### src/rtl/rename_map_unit_pkg.sv
// Shared widths and types for the rename stage at its default configuration.
`timescale 1ns/1ps
package rename_pkg;
  localparam int NUM_ARCH_DEF = 32;
  localparam int NUM_PHYS_DEF = 64;
  localparam int CTRL_W_DEF   = 88;
  localparam int AW           = $clog2(NUM_ARCH_DEF);
  localparam int PW           = $clog2(NUM_PHYS_DEF);
  localparam int FREE_DEPTH   = NUM_PHYS_DEF - NUM_ARCH_DEF;
  localparam int CW           = $clog2(FREE_DEPTH + 1);

  typedef logic [AW-1:0] arch_t;
  typedef logic [PW-1:0] phys_t;

  typedef struct packed {
    logic [31:0]           pc;
    logic [31:0]           instr;
    logic [CTRL_W_DEF-1:0] ctrl;
    phys_t                 ps;
    phys_t                 pt;
    phys_t                 pd;
    phys_t                 old_pd;
    logic                  ps_busy;
    logic                  pt_busy;
  } rn_out_t;
endpackage

### src/rtl/rename_map_unit_free_list.sv
// Circular free list of physical registers with a speculative head, a commit
// head and a tail; restore rewinds the speculative head to committed state.
`timescale 1ns/1ps
module rename_free_list #(
  parameter int  NUM_ARCH = 32,
  parameter int  NUM_PHYS = 64,
  localparam int DEPTH    = NUM_PHYS - NUM_ARCH,
  localparam int PHYS_W   = $clog2(NUM_PHYS),
  localparam int CNT_W    = $clog2(DEPTH + 1),
  localparam int IDX_W    = (DEPTH > 1) ? $clog2(DEPTH) : 1
)(
  input  logic              CLK,
  input  logic              RESET,
  input  logic              pop,
  input  logic              push,
  input  logic [PHYS_W-1:0] push_pd,
  input  logic              commit_adv,
  input  logic              restore,
  output logic [PHYS_W-1:0] pop_pd,
  output logic [CNT_W-1:0]  count
);

  logic [PHYS_W-1:0] mem [DEPTH];
  logic [IDX_W-1:0]  spec_head, commit_head, tail;
  logic [IDX_W-1:0]  tail_n, commit_head_n;
  logic [CNT_W-1:0]  restore_cnt;

  function automatic logic [IDX_W-1:0] inc(input logic [IDX_W-1:0] idx);
    return (idx == IDX_W'(DEPTH - 1)) ? '0 : idx + IDX_W'(1);
  endfunction

  assign pop_pd = mem[spec_head];

  // Committed occupancy after this cycle's push; equal pointers mean full,
  // since the committed free set always holds every unmapped register.
  always_comb begin
    tail_n        = push ? inc(tail) : tail;
    commit_head_n = commit_adv ? inc(commit_head) : commit_head;
    if (tail_n == commit_head_n)
      restore_cnt = CNT_W'(DEPTH);
    else if (tail_n > commit_head_n)
      restore_cnt = CNT_W'(tail_n - commit_head_n);
    else
      restore_cnt = CNT_W'(DEPTH) - CNT_W'(commit_head_n - tail_n);
  end

  always_ff @(posedge CLK or posedge RESET) begin
    if (RESET) begin
      for (int i = 0; i < DEPTH; i++) mem[i] <= PHYS_W'(NUM_ARCH + i);
      spec_head   <= '0;
      commit_head <= '0;
      tail        <= '0;
      count       <= CNT_W'(DEPTH);
    end else begin
      if (push) begin
        mem[tail] <= push_pd;
        tail      <= inc(tail);
      end
      if (commit_adv) commit_head <= inc(commit_head);
      if (restore) begin
        spec_head <= commit_head_n;
        count     <= restore_cnt;
      end else begin
        if (pop) spec_head <= inc(spec_head);
        case ({pop, push})
          2'b10:   count <= count - CNT_W'(1);
          2'b01:   count <= count + CNT_W'(1);
          default: ;
        endcase
      end
    end
  end

  assert property (@(posedge CLK) disable iff (RESET)
    !(push && !pop && count == CNT_W'(DEPTH)));

endmodule

### src/rtl/rename_map_unit.sv
// Register rename stage: speculative and committed maps, busy table, free list
// and a one-deep output register with valid/ready handshakes on both sides.
`timescale 1ns/1ps
module rename_map_unit
  import rename_pkg::*;
#(
  parameter int  NUM_ARCH = NUM_ARCH_DEF,
  parameter int  NUM_PHYS = NUM_PHYS_DEF,
  parameter int  CTRL_W   = CTRL_W_DEF,
  localparam int ARCH_W   = $clog2(NUM_ARCH),
  localparam int PHYS_W   = $clog2(NUM_PHYS),
  localparam int CNT_W    = $clog2(NUM_PHYS - NUM_ARCH + 1)
)(
  input  logic              CLK,
  input  logic              RESET,
  input  logic              FLUSH,
  input  logic              in_valid,
  output logic              in_ready,
  input  logic [31:0]       in_pc,
  input  logic [31:0]       in_instr,
  input  logic [ARCH_W-1:0] in_rs,
  input  logic [ARCH_W-1:0] in_rt,
  input  logic [ARCH_W-1:0] in_rd,
  input  logic              in_wr,
  input  logic [CTRL_W-1:0] in_ctrl,
  output logic              out_valid,
  input  logic              out_ready,
  output logic [31:0]       out_pc,
  output logic [31:0]       out_instr,
  output logic [CTRL_W-1:0] out_ctrl,
  output logic [PHYS_W-1:0] out_ps,
  output logic [PHYS_W-1:0] out_pt,
  output logic [PHYS_W-1:0] out_pd,
  output logic [PHYS_W-1:0] out_old_pd,
  output logic              out_ps_busy,
  output logic              out_pt_busy,
  input  logic              wb_valid,
  input  logic [PHYS_W-1:0] wb_pd,
  input  logic              cm_valid,
  input  logic [ARCH_W-1:0] cm_rd,
  input  logic [PHYS_W-1:0] cm_pd,
  input  logic [PHYS_W-1:0] cm_old_pd,
  output logic [CNT_W-1:0]  free_count
);

  typedef struct packed {
    logic [31:0]       pc;
    logic [31:0]       instr;
    logic [CTRL_W-1:0] ctrl;
    logic [PHYS_W-1:0] ps;
    logic [PHYS_W-1:0] pt;
    logic [PHYS_W-1:0] pd;
    logic [PHYS_W-1:0] old_pd;
    logic              ps_busy;
    logic              pt_busy;
  } out_t;

  logic [PHYS_W-1:0] frat [NUM_ARCH];
  logic [PHYS_W-1:0] rrat [NUM_ARCH];
  logic [NUM_PHYS-1:0] busy;

  logic              need, fire, pop, cm_wr;
  logic [PHYS_W-1:0] pop_pd, ps_p0, pt_p0, old_p0;
  out_t              rn_p0, rn_p1;
  logic              vld_p1;

  rename_free_list #(
    .NUM_ARCH (NUM_ARCH),
    .NUM_PHYS (NUM_PHYS)
  ) u_free_list (
    .CLK        (CLK),
    .RESET      (RESET),
    .pop        (pop),
    .push       (cm_valid),
    .push_pd    (cm_old_pd),
    .commit_adv (cm_valid),
    .restore    (FLUSH),
    .pop_pd     (pop_pd),
    .count      (free_count)
  );

  assign need     = in_wr && (in_rd != '0);
  assign in_ready = !RESET && !FLUSH && (!vld_p1 || out_ready) &&
                    (!need || free_count != '0);
  assign fire     = in_valid && in_ready;
  assign pop      = fire && need;
  assign cm_wr    = cm_valid && (cm_rd != '0);

  // Stage p0: map lookup before this cycle's remap, busy with writeback bypass
  always_comb begin
    ps_p0         = frat[in_rs];
    pt_p0         = frat[in_rt];
    old_p0        = frat[in_rd];
    rn_p0.pc      = in_pc;
    rn_p0.instr   = in_instr;
    rn_p0.ctrl    = in_ctrl;
    rn_p0.ps      = ps_p0;
    rn_p0.pt      = pt_p0;
    rn_p0.old_pd  = old_p0;
    rn_p0.pd      = need ? pop_pd : old_p0;
    rn_p0.ps_busy = busy[ps_p0] && !(wb_valid && wb_pd == ps_p0);
    rn_p0.pt_busy = busy[pt_p0] && !(wb_valid && wb_pd == pt_p0);
  end

  always_ff @(posedge CLK or posedge RESET) begin
    if (RESET) begin
      for (int i = 0; i < NUM_ARCH; i++) begin
        frat[i] <= PHYS_W'(i);
        rrat[i] <= PHYS_W'(i);
      end
      busy <= '0;
    end else begin
      if (cm_wr) rrat[cm_rd] <= cm_pd;
      if (FLUSH) begin
        for (int i = 0; i < NUM_ARCH; i++) frat[i] <= rrat[i];
        if (cm_wr) frat[cm_rd] <= cm_pd;
        busy <= '0;
      end else begin
        if (pop) frat[in_rd] <= pop_pd;
        if (wb_valid && wb_pd != '0) busy[wb_pd] <= 1'b0;
        if (pop) busy[pop_pd] <= 1'b1;
      end
    end
  end

  // Stage p1: output register, held until the downstream side accepts
  always_ff @(posedge CLK or posedge RESET) begin
    if (RESET) begin
      vld_p1 <= 1'b0;
      rn_p1  <= '0;
    end else if (FLUSH) begin
      vld_p1 <= 1'b0;
    end else if (fire) begin
      vld_p1 <= 1'b1;
      rn_p1  <= rn_p0;
    end else if (out_ready) begin
      vld_p1 <= 1'b0;
    end
  end

  assign out_valid   = vld_p1;
  assign out_pc      = rn_p1.pc;
  assign out_instr   = rn_p1.instr;
  assign out_ctrl    = rn_p1.ctrl;
  assign out_ps      = rn_p1.ps;
  assign out_pt      = rn_p1.pt;
  assign out_pd      = rn_p1.pd;
  assign out_old_pd  = rn_p1.old_pd;
  assign out_ps_busy = rn_p1.ps_busy;
  assign out_pt_busy = rn_p1.pt_busy;

  assert property (@(posedge CLK) disable iff (RESET)
    !(pop && wb_valid && wb_pd == pop_pd));

endmodule
### config.mk
export PLATFORM = sky130hd
export DESIGN_NAME = rename_map_unit
export DESIGN_NICKNAME = d
export VERILOG_FILES = /design/src/rtl/rename_map_unit_pkg.sv /design/src/rtl/rename_map_unit_free_list.sv /design/src/rtl/rename_map_unit.sv
export SDC_FILE = /design/constraint.sdc
export NUM_CORES = 2
export LEC_CHECK = 0
export BUFFER_PORTS_ARGS = -buffer_cell sky130_fd_sc_hd__buf_4
export CAP_MARGIN = 30
export CORE_ASPECT_RATIO = 1.2
export CORE_UTILIZATION = 55
export DETAILED_ROUTE_END_ITERATION = 6
export PLACE_DENSITY = 0.83
export SLEW_MARGIN = 30
export SYNTH_ARGS = -nofsm -noshare
export SYNTH_HDL_FRONTEND = slang
export SYNTH_SLANG_ARGS = --single-unit
export TNS_END_PERCENT = 10
### constraint.sdc
create_clock -name CLK -period 85.3 [get_ports CLK]
set_clock_uncertainty 0.15 [all_clocks]
set_input_delay 21.325 -clock CLK [delete_from_list [all_inputs] [get_ports CLK]]
set_output_delay 21.325 -clock CLK [all_outputs]
set_load 0.01 [all_outputs]
# After elaboration in Yosys (flattened, before gate mapping)
# Index checks and enable logic that the tools add are counted.
# totals
register_bits	840
out_inout_bits	186
# classes
n_mux	51
n_addsub	8
n_eq_ne	8
n_lt_le_gt_ge	16
bitwise	10
n_reduce_logical	33
# op_table
cell	count
$bwmux 192	3
$mux 192	3
$mux 64	4
$bmux 6 s5	4
$demux 6 s5	3
$mux 6	15
$and 64x64->64	1
$not 64->64	1
$or 64x64->64	1
$ge 6x6->1 const B	6
$not 5->6	6
$mux 5	7
$lt 6x7->1 const B	4
$lt 6x1->1 const B	3
$logic_and 1x1->1	17
$add 5x1->5 const B	3
$eq 5x5->1 const B	3
$bmux 1 s6	2
$demux 1 s6	2
$eq 6x6->1	2
$ge 6x1->1 const B	2
$pmux 6 s2	1
$reduce_bool 6->1	2
$sub 5x5->6	2
15 further kinds	29

# Depth between registers and ports, before layout
# depth
depth_word	11
ltp_mapped	16
depth_no_buf	15

# Hierarchy
# Synthesis repeated with hierarchy kept, for this count alone.
# unflattened
hier_cells	3597
area_unflattened_um2	42559.6
# modules_own_cells
module	n_inst	cells_per_inst	area_per_inst_um2
rename_map_unit	1	2907	32154.6
rename_free_list	1	690	10405.0

# Worst setup path before layout
# Ideal clock, no wire load.
# synth_path
path_kind	input -> output
start	input RESET
end	output in_ready
slack_ps	23678
path_buffers	0
path_stages	3
arrival_time_ps	40147
path_cell_list	inv_1 -> nand3_1 -> a31oi_1
# synth_between
elab_chain_len	4
# synth_lines
element	line	source
from (decl)	rename_map_unit.sv:15	input logic RESET,
$logic_not 1->1 (no source line)	--	
$logic_and 1x1->1 (3 in series)	rename_map_unit.sv:83	assign in_ready = !RESET && !FLUSH && (!vld_p1 || out_ready) &&
to (decl)	rename_map_unit.sv:18	output logic in_ready,
# No other way between the ends.

# Final worst setup path
# layout_path
start	input in_rd[1]
end	output in_ready
# layout_between
elab_chain_len	5
# layout_lines
element	line	source
from (decl)	rename_map_unit.sv:23	input logic [ARCH_W-1:0] in_rd,
$reduce_bool 5->1	rename_map_unit.sv:82	assign need = in_wr && (in_rd != '0);
$logic_and 1x1->1	rename_map_unit.sv:82	
$logic_not 1->1	rename_map_unit.sv:84	(!need || free_count != '0);
$logic_or 1x1->1	rename_map_unit.sv:84	
$logic_and 1x1->1	rename_map_unit.sv:83	
# No other way between the ends.

==> results.py <==
metrics = {
    "critical_path": {
        "r2r_start": "u_free_list.spec_head[0]$_DFFE_PP0P_",
        "path_buf_inv": 2,
        "crit_family": "compound AO/OA/AOI/OAI gates",
        "critPathKind": "input pin to primary output",
        "reg2reg_to": "busy[43]$_DFF_PP0_",
        "worstPathCellList": "buf_4 > o31a_1 > a31oi_1 > buf_4",
        "cp_max_fo": 56,
        "reg2reg_depth": 9,
        "cpMostUsedCell": "buf_4",
        "end_kind": "primary output",
        "start_kind": "input pin",
        "required_ps": 63820,
        "slowest_stage": "o31a_1",
        "arrival_ps": 23170,
        "cpPeakStageDelay_ps": 690,
        "rrSetupSlack_ps": 80560,
    },
    "yosys": {
        "synth_ff_type": "dfrtp_1",
        "ys_seq_elements": 840,
        "synth_cell_types": 60,
        "syn-num-nets": 3783,
        "syn_area_mm2": 0.0419,
        "synth-seq-area-share": 0.510,
        "syn_area_per_cell_um2": 11.7,
        "synth_enable_flop_cells": 0,
        "ys_async_sr_fraction": 1.00,
        "postSynthCellCount": 3565,
        "ys_warn_count": 0,
    },
    "pwr": {
        "p_leak_nw": 21.3,
        "ir_drop_mv": 0.0281,
        "p_per_area_mw_per_mm2": 29.5,
    },
    "timing": {
        "tns_ps": 0,
        "setup_viol": 0,
        "hold_viol": 0,
        "min_period_ps": 44640,
        "rsz0062_at_grt": "no",
        "worst_slew_pin_slew_ps": 1070,
        "timing.hold.ws_ps": 220,
        "layout_worst_path_cycle_share": 0.523,
        "slew_violations": 0,
        "max_slew_margin": 0.284,
        "max_freq_mhz": 22.4,
    },
    "clock_tree": {
        "root_buffer": "clkbuf_16",
        "cts_htree_levels": 3,
        "clk_pin_slew_ps": 60,
        "post-cts-setup-buffer-count": 0,
        "cts_tree": "yes",
        "cts_buffers": 85,
        "cts_max_path_buffers": 3,
        "clock_latency_ps": 680,
        "cts_hold_buf": 0,
        "clock-sinks": 840,
        "cts.repair.resized": 0,
    },
    "global_routing": {
        "grt_pass1_vias": 32412,
        "track_usage": 0.335,
        "antenna_found_initial": 8,
        "grt_pass1_wl_um": 197000,
        "grt_max_degree": 172,
        "grt.overflow.total": 0,
    },
    "floorplanning": {
        "die_area_mm2": 0.0772,
        "io_pins": 384,
        "die_x_um": 254,
        "start_util": 0.557,
        "rows": 110,
        "die_h_um": 304,
        "design.core.area_mm2": 0.0751,
    },
    "routing": {
        "drt_wl_total_um": 129000,
        "route.met2.wl_um": 60000,
        "first_pass_iters": 7,
        "drt_iter0_drc": 4460,
        "dr.max_layer_used": "met5",
        "wl_met3_um": 14500,
        "viasPerCell": 6.56,
        "wl_per_cell_um": 26.4,
        "drc": 1,
        "ant_nets": 0,
        "vias": 32191,
        "drt-met1-wl_um": 45100,
    },
    "flow_run": {
        "drv_cap": 0,
    },
    "worst_hold_path": {
        "min_path_type": "flop to flop",
        "whs_endpoint": "rrat[190]$_DFF_PP0_",
        "holdPathStages": 0,
        "worstHoldStart": "rrat[190]$_DFF_PP0_",
    },
    "place": {
        "gp_congestion": 1.01,
        "portBuffers": 383,
        "dp_hpwl_um": 83100,
    },
    "layout": {
        "nNetsFinal": 4038,
        "area_growth_pct": 15.7,
        "drive_above_1_share": 0.385,
    },
    "outcome": {
        "violations": "design-rule violations",
        "status": "finished with violations",
    },
}
worst reg2reg max path, delay by kind of cell (launching register included):
kind / cells / cell delay [ps]
DFF: 1 / 770
buffers and inverters: 2 / 1200
AOI/OAI and AO/OA: 1 / 170
muxes: 3 / 1310
and+or+nand+nor: 3 / 1030
worst max-delay path by stage:
stage                        start  depth (start not counted)       end  slack, ps
after floorplan              RESET                          3  in_ready      23680
after global placement    in_rd[1]                          4  in_ready      40890
after detailed placement  in_rd[1]                          4  in_ready      40860
after CTS                 in_rd[1]                          4  in_ready      40870
after global routing      in_rd[1]                          4  in_ready      40630
final                     in_rd[1]                          4  in_ready      40660
where the power goes:
| group | switching [mW] | internal [mW] |
|---|---|---|
| Combinational | 0.238 | 0.192 |
| Sequential | 0.0751 | 0.521 |
| Clock | 0.166 | 0.237 |
cells in the mapped netlist (all sizes together) (12+ instances only):
master  instances  share of area
nand2         728          0.065
dfrtp         567           0.34
mux2          412           0.11
dfstp         273           0.17
nor2          233          0.021
mux4          208           0.11
clkbuf        190          0.017
o21ai         128          0.015
a221o         126          0.030
a21oi         119          0.014
nand3          91          0.011
mux2i          89          0.024
a22oi          81          0.015
buf            63         0.0090
nand2b         24         0.0036
inv            22         0.0020
ha             18         0.0054
nor2b          14         0.0021
nor3           14         0.0018
a211oi         12         0.0022
nand4          12         0.0018
cells in the final DEF (no fill, tap or decap), types with 12 or more instances in the layout:
cell type  instances
nand2_1          728
dfrtp_1          564
mux2_2           411
buf_4            411
dfstp_2          273
nor2_1           225
mux4_2           208
o21ai_0          128
a221o_1          126
a21oi_1          119
nand3_1           91
clkbuf_16         86
a22oi_1           81
mux2i_1           76
nand2b_1          24
inv_1             21
clkbuf_1          20
ha_1              18
clkbuf_8          15
nor2b_1           14
nand4_1           12
mux2i_4           12
a211oi_1          12
bufinv_16         12
cell families (layout without fill, tap and decap cells):
family	count (synthesis)	after routing	synth area share
adder cells (fa/ha/maj)	20	20	0.00634
AND/OR/NAND/NOR	1186	1186	0.119
XOR/XNOR	22	22	0.00460
AO/OA/AOI/OAI	513	513	0.0854
flip-flops	840	840	0.510
buffers and inverters	275	602	0.0280
multiplexers	709	709	0.246
other	0	5	0
registers in the layout, indices dropped and copies added (netlist names), 32 cells and up:
signal           flops
out_pc              32
rrat               192
frat               192
out_instr           32
busy                64
out_ctrl            88
u_free_list.mem    192
metrics by stage:
step / setup slack [ps] / cell area (um2) / instances / power (mW) / utilization
CTS: 40870 / 48400 / 4899 / 1.42 / 0.643
floorplan: 23680 / 41900 / 3565 / 0.846 / -
global route: 40630 / 48400 / 4902 / 1.48 / 0.644
global placement: 40890 / 45300 / 4740 / 0.993 / 0.603
finish: 40660 / 48400 / 4905 / 1.43 / 0.644
detailed placement: 40860 / 45300 / 4740 / 1.01 / 0.603
cell type report:
| cell class | count | area (um2) |
|---|---|---|
| fillers | 5429 | 26700 |
| inverters | 22 | 90.1 |
| diodes | 5 | 12.5 |
| well taps | 1008 | 1260 |
| clock inverters | 38 | 586 |
| multi-input cells | 2450 | 19400 |
| repair buffers | 421 | 3240 |
| clock buffers | 121 | 2430 |
| flip-flops and latches | 840 | 21400 |
per-layer routing:
metal | up-vias | track usage
met4 | 6 | 0.210
li1 | 13424 | -
met3 | 592 | 0.0992
met5 | - | 0.00127
met2 | 2149 | 0.521
met1 | 16020 | 0.410
(Power assumes the default switching activity.)
